### config.mk
export PLATFORM = sky130hd
export DESIGN_NAME = sprite_dma_scheduler
export DESIGN_NICKNAME = d
export VERILOG_FILES = /design/src/rtl/sprite_dma_pkg.sv /design/src/rtl/sprite_rr_arbiter.sv /design/src/rtl/sprite_dma_scheduler.sv
export SDC_FILE = /design/constraint.sdc
export NUM_CORES = 1
export LEC_CHECK = 0
export CAP_MARGIN = 20
export CORE_MARGIN = 10
export CORE_UTILIZATION = 43
export CTS_CLUSTER_DIAMETER = 50
export DETAILED_ROUTE_END_ITERATION = 10
export GPL_TIMING_DRIVEN = 0
export HOLD_SLACK_MARGIN = 0.15
export PLACE_DENSITY = 0.9
export SLEW_MARGIN = 20
export SYNTH_ARGS = -nofsm -noshare
export SYNTH_HDL_FRONTEND = slang
export SYNTH_SLANG_ARGS = --single-unit
### constraint.sdc
create_clock -name pixel_clock -period 7.1 [get_ports pixel_clock]
set_input_delay 1.775 -clock pixel_clock [delete_from_list [all_inputs] [get_ports pixel_clock]]
set_output_delay 1.775 -clock pixel_clock [all_outputs]
set_load 0.02 [all_outputs]
### src/rtl/sprite_dma_pkg.sv
// rtl/sprite_dma_pkg.sv - shared types and round-robin pick helper for the sprite DMA scheduler
package sprite_dma_pkg;

  typedef enum logic [1:0] {
    IDLE   = 2'd0,
    WINDOW = 2'd1,
    DRAIN  = 2'd2
  } dma_state_t;

  localparam int unsigned MAX_SPR = 16;

  typedef struct packed {
    logic       found;
    logic [3:0] idx;
  } rr_pick_t;

  // First set bit of mask at or above ptr, wrapping within the low n bits.
  function automatic rr_pick_t rr_pick(input logic [MAX_SPR-1:0] mask,
                                       input logic [3:0]         ptr,
                                       input int                 n);
    rr_pick_t   r;
    int         j;
    logic [3:0] j4;
    r = '0;
    for (int i = MAX_SPR - 1; i >= 0; i--) begin
      if (i < n) begin
        j = int'(ptr) + i;
        if (j >= n) j = j - n;
        j4 = j[3:0];
        if (mask[j4]) begin
          r.found = 1'b1;
          r.idx   = j4;
        end
      end
    end
    return r;
  endfunction

endpackage

### src/rtl/sprite_rr_arbiter.sv
// rtl/sprite_rr_arbiter.sv - combinational round-robin pick over a pending mask
// The pointer moves past the winner only when the caller consumes the grant.
module sprite_rr_arbiter
  import sprite_dma_pkg::*;
#(
  parameter int SPR_CNT = 4
) (
  input  logic               clk_i,
  input  logic               reset_i,
  input  logic [SPR_CNT-1:0] mask_i,
  input  logic               advance_i,
  output logic               found_o,
  output logic [3:0]         idx_o
);

  logic [3:0]         ptr_q, ptr_d;
  logic [MAX_SPR-1:0] mask_ext;
  rr_pick_t           pick;

  assign mask_ext = MAX_SPR'(mask_i);
  assign pick     = rr_pick(mask_ext, ptr_q, SPR_CNT);
  assign found_o  = pick.found;
  assign idx_o    = pick.idx;

  always_comb begin
    ptr_d = ptr_q;
    if (advance_i && pick.found) begin
      if (int'(pick.idx) == SPR_CNT - 1) ptr_d = 4'd0;
      else                               ptr_d = pick.idx + 4'd1;
    end
  end

  always_ff @(posedge clk_i) begin
    if (reset_i) ptr_q <= 4'd0;
    else         ptr_q <= ptr_d;
  end

endmodule

### src/rtl/sprite_dma_scheduler.sv
// rtl/sprite_dma_scheduler.sv - shares the font ROM among sprite engines during h-blanking
// Requests are latched at window open, granted round-robin one per cycle, responses returned one-hot.
module sprite_dma_scheduler
  import sprite_dma_pkg::*;
#(
  parameter int SPR_CNT     = 4,
  parameter int COORD_WIDTH = 16,
  parameter int ADDR_WIDTH  = 9,
  parameter int DATA_WIDTH  = 8,
  parameter int DMA_START   = -8,
  parameter int WINDOW_LEN  = 8,
  parameter int ROM_LATENCY = 1
) (
  input  logic                          pixel_clock,
  input  logic                          reset,
  input  logic signed [COORD_WIDTH-1:0] x,
  input  logic [SPR_CNT-1:0]            req,
  input  logic [SPR_CNT*ADDR_WIDTH-1:0] req_addr,
  output logic [ADDR_WIDTH-1:0]         rom_addr,
  input  logic [DATA_WIDTH-1:0]         rom_data,
  output logic [SPR_CNT-1:0]            grant,
  output logic [SPR_CNT-1:0]            rsp_valid,
  output logic [DATA_WIDTH-1:0]         rsp_data,
  output logic                          busy,
  output logic                          overrun
);

  localparam int WIN_W = (WINDOW_LEN > 1) ? $clog2(WINDOW_LEN) : 1;
  localparam int DRN_W = (ROM_LATENCY > 0) ? $clog2(ROM_LATENCY + 1) : 1;
  localparam logic [WIN_W-1:0]       LAST_WIN   = WIN_W'(WINDOW_LEN - 1);
  localparam logic [DRN_W-1:0]       LAST_DRAIN = DRN_W'(ROM_LATENCY);
  localparam logic [COORD_WIDTH-1:0] START_X    = COORD_WIDTH'(DMA_START);

  dma_state_t              state_q, state_d;
  logic [SPR_CNT-1:0]      pending_q, pending_d;
  logic [WIN_W-1:0]        win_cnt_q, win_cnt_d;
  logic [DRN_W-1:0]        drain_cnt_q, drain_cnt_d;
  logic [SPR_CNT-1:0]      grant_q, grant_d;
  logic [ADDR_WIDTH-1:0]   rom_addr_q, rom_addr_d;
  logic                    overrun_q, overrun_d;
  logic [SPR_CNT-1:0]      rsp_pipe_q [ROM_LATENCY];

  logic                    pick_found;
  logic [3:0]              pick_idx;
  logic [SPR_CNT-1:0]      pick_onehot;
  logic                    advance;
  logic [ADDR_WIDTH-1:0]   addr_arr [MAX_SPR];

  // Padded to 16 entries so the 4-bit pick index selects without width games.
  always_comb begin
    for (int i = 0; i < MAX_SPR; i++) addr_arr[i] = '0;
    for (int i = 0; i < SPR_CNT; i++) addr_arr[i] = req_addr[i*ADDR_WIDTH +: ADDR_WIDTH];
  end

  sprite_rr_arbiter #(
    .SPR_CNT (SPR_CNT)
  ) u_arb (
    .clk_i     (pixel_clock),
    .reset_i   (reset),
    .mask_i    (pending_q),
    .advance_i (advance),
    .found_o   (pick_found),
    .idx_o     (pick_idx)
  );

  assign pick_onehot = SPR_CNT'(1) << pick_idx;

  always_comb begin
    state_d     = state_q;
    pending_d   = pending_q;
    win_cnt_d   = win_cnt_q;
    drain_cnt_d = drain_cnt_q;
    grant_d     = '0;
    rom_addr_d  = '0;
    overrun_d   = 1'b0;
    advance     = 1'b0;
    unique case (state_q)
      IDLE: begin
        if (x == START_X) begin
          pending_d = req;
          win_cnt_d = '0;
          state_d   = WINDOW;
        end
      end
      WINDOW: begin
        win_cnt_d = win_cnt_q + WIN_W'(1);
        if (pick_found) begin
          advance    = 1'b1;
          grant_d    = pick_onehot;
          rom_addr_d = addr_arr[pick_idx];
          pending_d  = pending_q & ~pick_onehot;
        end
        if (pending_d == '0) begin
          state_d     = DRAIN;
          drain_cnt_d = '0;
        end else if (win_cnt_q == LAST_WIN) begin
          overrun_d   = 1'b1;
          pending_d   = '0;
          state_d     = DRAIN;
          drain_cnt_d = '0;
        end
      end
      DRAIN: begin
        if (drain_cnt_q == LAST_DRAIN) state_d = IDLE;
        else                           drain_cnt_d = drain_cnt_q + DRN_W'(1);
      end
      default: state_d = IDLE;
    endcase
  end

  always_ff @(posedge pixel_clock) begin
    if (reset) begin
      state_q     <= IDLE;
      pending_q   <= '0;
      win_cnt_q   <= '0;
      drain_cnt_q <= '0;
      grant_q     <= '0;
      rom_addr_q  <= '0;
      overrun_q   <= 1'b0;
    end else begin
      state_q     <= state_d;
      pending_q   <= pending_d;
      win_cnt_q   <= win_cnt_d;
      drain_cnt_q <= drain_cnt_d;
      grant_q     <= grant_d;
      rom_addr_q  <= rom_addr_d;
      overrun_q   <= overrun_d;
    end
  end

  // Grant tracks the ROM read through its latency; reset drops reads in flight.
  always_ff @(posedge pixel_clock) begin
    if (reset) begin
      for (int i = 0; i < ROM_LATENCY; i++) rsp_pipe_q[i] <= '0;
    end else begin
      rsp_pipe_q[0] <= grant_q;
      for (int i = 1; i < ROM_LATENCY; i++) rsp_pipe_q[i] <= rsp_pipe_q[i-1];
    end
  end

  assign rom_addr  = rom_addr_q;
  assign grant     = grant_q;
  assign overrun   = overrun_q;
  assign busy      = (state_q != IDLE);
  assign rsp_valid = rsp_pipe_q[ROM_LATENCY-1];
  assign rsp_data  = rom_data;

endmodule

==> flow_metrics.py <==
metrics = {
    "clock_tree": {
        "cts.htree.levels": 2,
        "clockBufferDepth": 2,
        "cts.sinks": 32,
        "postCtsSetupRepairBufs": 0,
        "cts_buffers": 5,
        "root_buffer": "clkbuf_8",
        "tritoncts": "built",
        "ctsResizeCount": 0,
        "clk_pin_slew_ns": 0.06,
        "hold_buffers": 0,
        "clock_latency_ns": 0.29,
    },
    "placed_design": {
        "dpl.cell_count": 389,
        "place_congestion": 0.909,
        "dpl.hpwl_um": 5190,
        "port_buffers": 84,
        "place_ws_ns": 2.87,
    },
    "finish": {
        "nFillCells": 394,
        "seq_area_um2": 641,
        "fin_util_pct": 66.1,
        "multi_input_area_mm2": 0.00132,
        "final_cells": 396,
        "num_antenna_cells": 0,
        "nNetsFinal": 410,
        "area_growth_pct": 48.1,
        "drive_gt1_share_pct": 11.6,
    },
    "global_routing": {
        "antenna_found_initial": 0,
        "use_met2_pct": 27.5,
        "grtUsageMet1_pct": 17.2,
        "met3_usage_pct": 4.57,
        "gr-total-overflow": 0,
        "grt_pass1_vias": 2215,
        "grt_util_all_layers_pct": 15.6,
        "grt_most_used_layer": "met2",
        "grt_max_degree": 11,
        "grt_pass1_wl_um": 10700,
    },
    "pwr": {
        "powerDensity_mw_per_mm2": 120,
        "ir_worst_vdd_mv": 0.133,
        "p_leak_nw": 1.31,
        "finalPower_uw": 377,
    },
    "die": {
        "die-height_um": 90.2,
        "dieArea_mm2": 0.00814,
        "core_mm2": 0.00475,
        "die_x_um": 90.2,
        "initial_core_util_pct": 44.6,
        "ios": 93,
        "rows": 25,
    },
    "sta": {
        "finClkSkew_ns": 0.00767,
        "final.setup.tns_ns": 0,
        "max_freq_mhz": 237,
        "slew_viol_final": 0,
        "period_minus_slack_ns": 4.22,
        "finalSetupViolCount": 0,
        "setup_ws_ns": 2.88,
        "worst_pin_slew_ns": 0.570,
        "rsz0062_at_grt": "no",
        "period_share_pct": 59.5,
        "slew_headroom_pct": 61.9,
        "hold_violations": 0,
    },
    "logic_synthesis": {
        "ys_warn_count": 0,
        "synth_seq_cells": 32,
        "yosys-top-cells-count": "dfxtp_1, a211oi_1, nor2_1, ha_1",
        "synth_area_leaders": "dfxtp_1, ha_1, a211oi_1",
        "yosysMostFrequentCell": "dfxtp_1",
        "synthDistinctLibCells": 55,
        "avgSynthCellArea_um2": 8.91,
        "netlist.area_leader.share_pct": 30.2,
        "yosysSeqAreaShare_pct": 30.2,
        "synthFlopType": "dfxtp_1",
        "synth.cell_area_mm2": 0.00212,
        "synth_cells": 238,
        "yosysTopAreaCell": "dfxtp_1",
        "synthArstFlopShare_pct": 0,
        "synth_fp_nets": 319,
        "synth_edf_count": 0,
    },
    "route": {
        "firstDrtPassIters": 4,
        "drc": 0,
        "drtIter0Drc": 149,
        "vias": 2136,
        "ant_nets": 0,
        "post_drt_via_cell_ratio": 5.39,
        "wl_per_cell_um": 16.3,
        "wirelength_um": 6470,
    },
    "job": {
        "drv_cap": 0,
    },
    "setup_path": {
        "cp-end-kind": "output port",
        "rr_endpoint": "u_arb.ptr_q[1]",
        "critPathRequiredTime_ns": 5.33,
        "cp_top_family": "buffers and inverters",
        "r2r-start": "u_arb.ptr_q[1]",
        "path_class": "in2out",
        "r2r_slack_ns": 3.18,
        "path_cells": "buf_4 > clkdlybuf4s50_1",
        "setup.worst_path.start_class": "input pin",
        "cp_max_fo": 1,
        "worst_path_max_delay_cell": "clkdlybuf4s50_1",
        "cp.buffers_inverters": 2,
        "cp_slowest_stage_delay_ns": 0.60,
        "r2r_cells": 16,
        "crit_arrival_ns": 2.45,
    },
    "min_path": {
        "min_to": "rsp_pipe_q[0][0]",
        "hp-class": "reg2reg",
        "hold_start": "grant[0]",
        "hold_depth": 1,
    },
    "outcome": {
        "status": "completed",
    },
}
[registers in the layout, summed over array words and instances, names as in the netlist]
register and cells:
drain_cnt_q 1, grant 4, overrun 1, pending_q 4, rom_addr 9, rsp_pipe_q 4, state_q 2, u_arb.ptr_q 4
win_cnt_q 3
[worst max path at each step]
| stage | cells past startpoint | startpoint | endpoint |
|---|---|---|---|
| after detailed placement | 2 | rom_data[4] | rsp_data[4] |
| final | 2 | rom_data[4] | rsp_data[4] |
| after floorplan | 1 | rom_data[0] | rsp_data[0] |
| after global routing | 16 | u_arb.ptr_q[1] | u_arb.ptr_q[1] |
| after global placement | 2 | rom_data[1] | rsp_data[1] |
| after CTS | 2 | rom_data[4] | rsp_data[4] |
[through the flow]
stage / cell area [um2] / hold slack [ns]
after global routing: 3140 / 0.481
after global placement: 3050 / 0.449
after CTS: 3140 / 0.468
after detailed placement: 3050 / 0.458
after floorplan: 2120 / 0.444
final: 3140 / 0.463
[cell usage in the layout, fill, tap and decap left out, types with 3 or more instances in the layout]
cell | synthesis | layout
a211oi_1 | 21 | 21
a21oi_1 | 7 | 7
a31oi_1 | 3 | 3
a32oi_1 | 4 | 4
and2_1 | 12 | 12
buf_4 | 10 | 10
clkbuf_1 | 6 | 6
clkbuf_8 | 0 | 7
clkdlybuf4s50_1 | 0 | 84
dfxtp_1 | 32 | 32
ha_1 | 15 | 15
inv_1 | 13 | 13
mux2i_1 | 13 | 13
nand2_1 | 10 | 10
nand3_1 | 3 | 3
nand4_1 | 3 | 3
nor2_1 | 20 | 20
nor2b_1 | 5 | 5
o21ai_0 | 5 | 5
o31ai_2 | 3 | 3
or2_2 | 5 | 5
xnor2_1 | 3 | 3
[cell families (layout without fill, tap and decap cells)]
| family | Yosys count | in the layout | share of synthesized area, % |
|---|---|---|---|
| AO/OA/AOI/OAI | 66 | 66 | 25.4 |
| XOR/XNOR | 5 | 5 | 2.07 |
| adder cells (fa/ha/maj) | 15 | 15 | 8.85 |
| flip-flops | 32 | 32 | 30.2 |
| multiplexers | 15 | 15 | 7.73 |
| AND/OR/NAND/NOR | 72 | 72 | 18.0 |
| buffers and inverters | 33 | 124 | 7.73 |
[per-layer routing]
layer / vias to the layer above / part of all wire [%]
met5: - / 0
met4: 0 / 1.4
met3: 10 / 8.5
met2: 90 / 51
met1: 998 / 39
li1: 1038 / -
[final cells by class]
class / count / area share, %
multi-input cells: 173 / 41.9
repair buffers: 84 / 26.8
flip-flops and latches: 32 / 20.4
plain buffers: 18 / 3.42
clock buffers: 7 / 3.07
well taps: 67 / 2.67
inverters: 15 / 1.79
[power breakdown]
part | total (mW) | leakage, nW | switching (mW) | internal (mW)
clock network | 0.149 | 0.0503 | 0.0627 | 0.0862
logic | 0.0489 | 1.00 | 0.0123 | 0.0365
registers | 0.180 | 0.258 | 0.00000209 | 0.180
total | 0.377 | 1.31 | 0.0751 | 0.302
No activity file was read; power rests on OpenSTA's default activity.
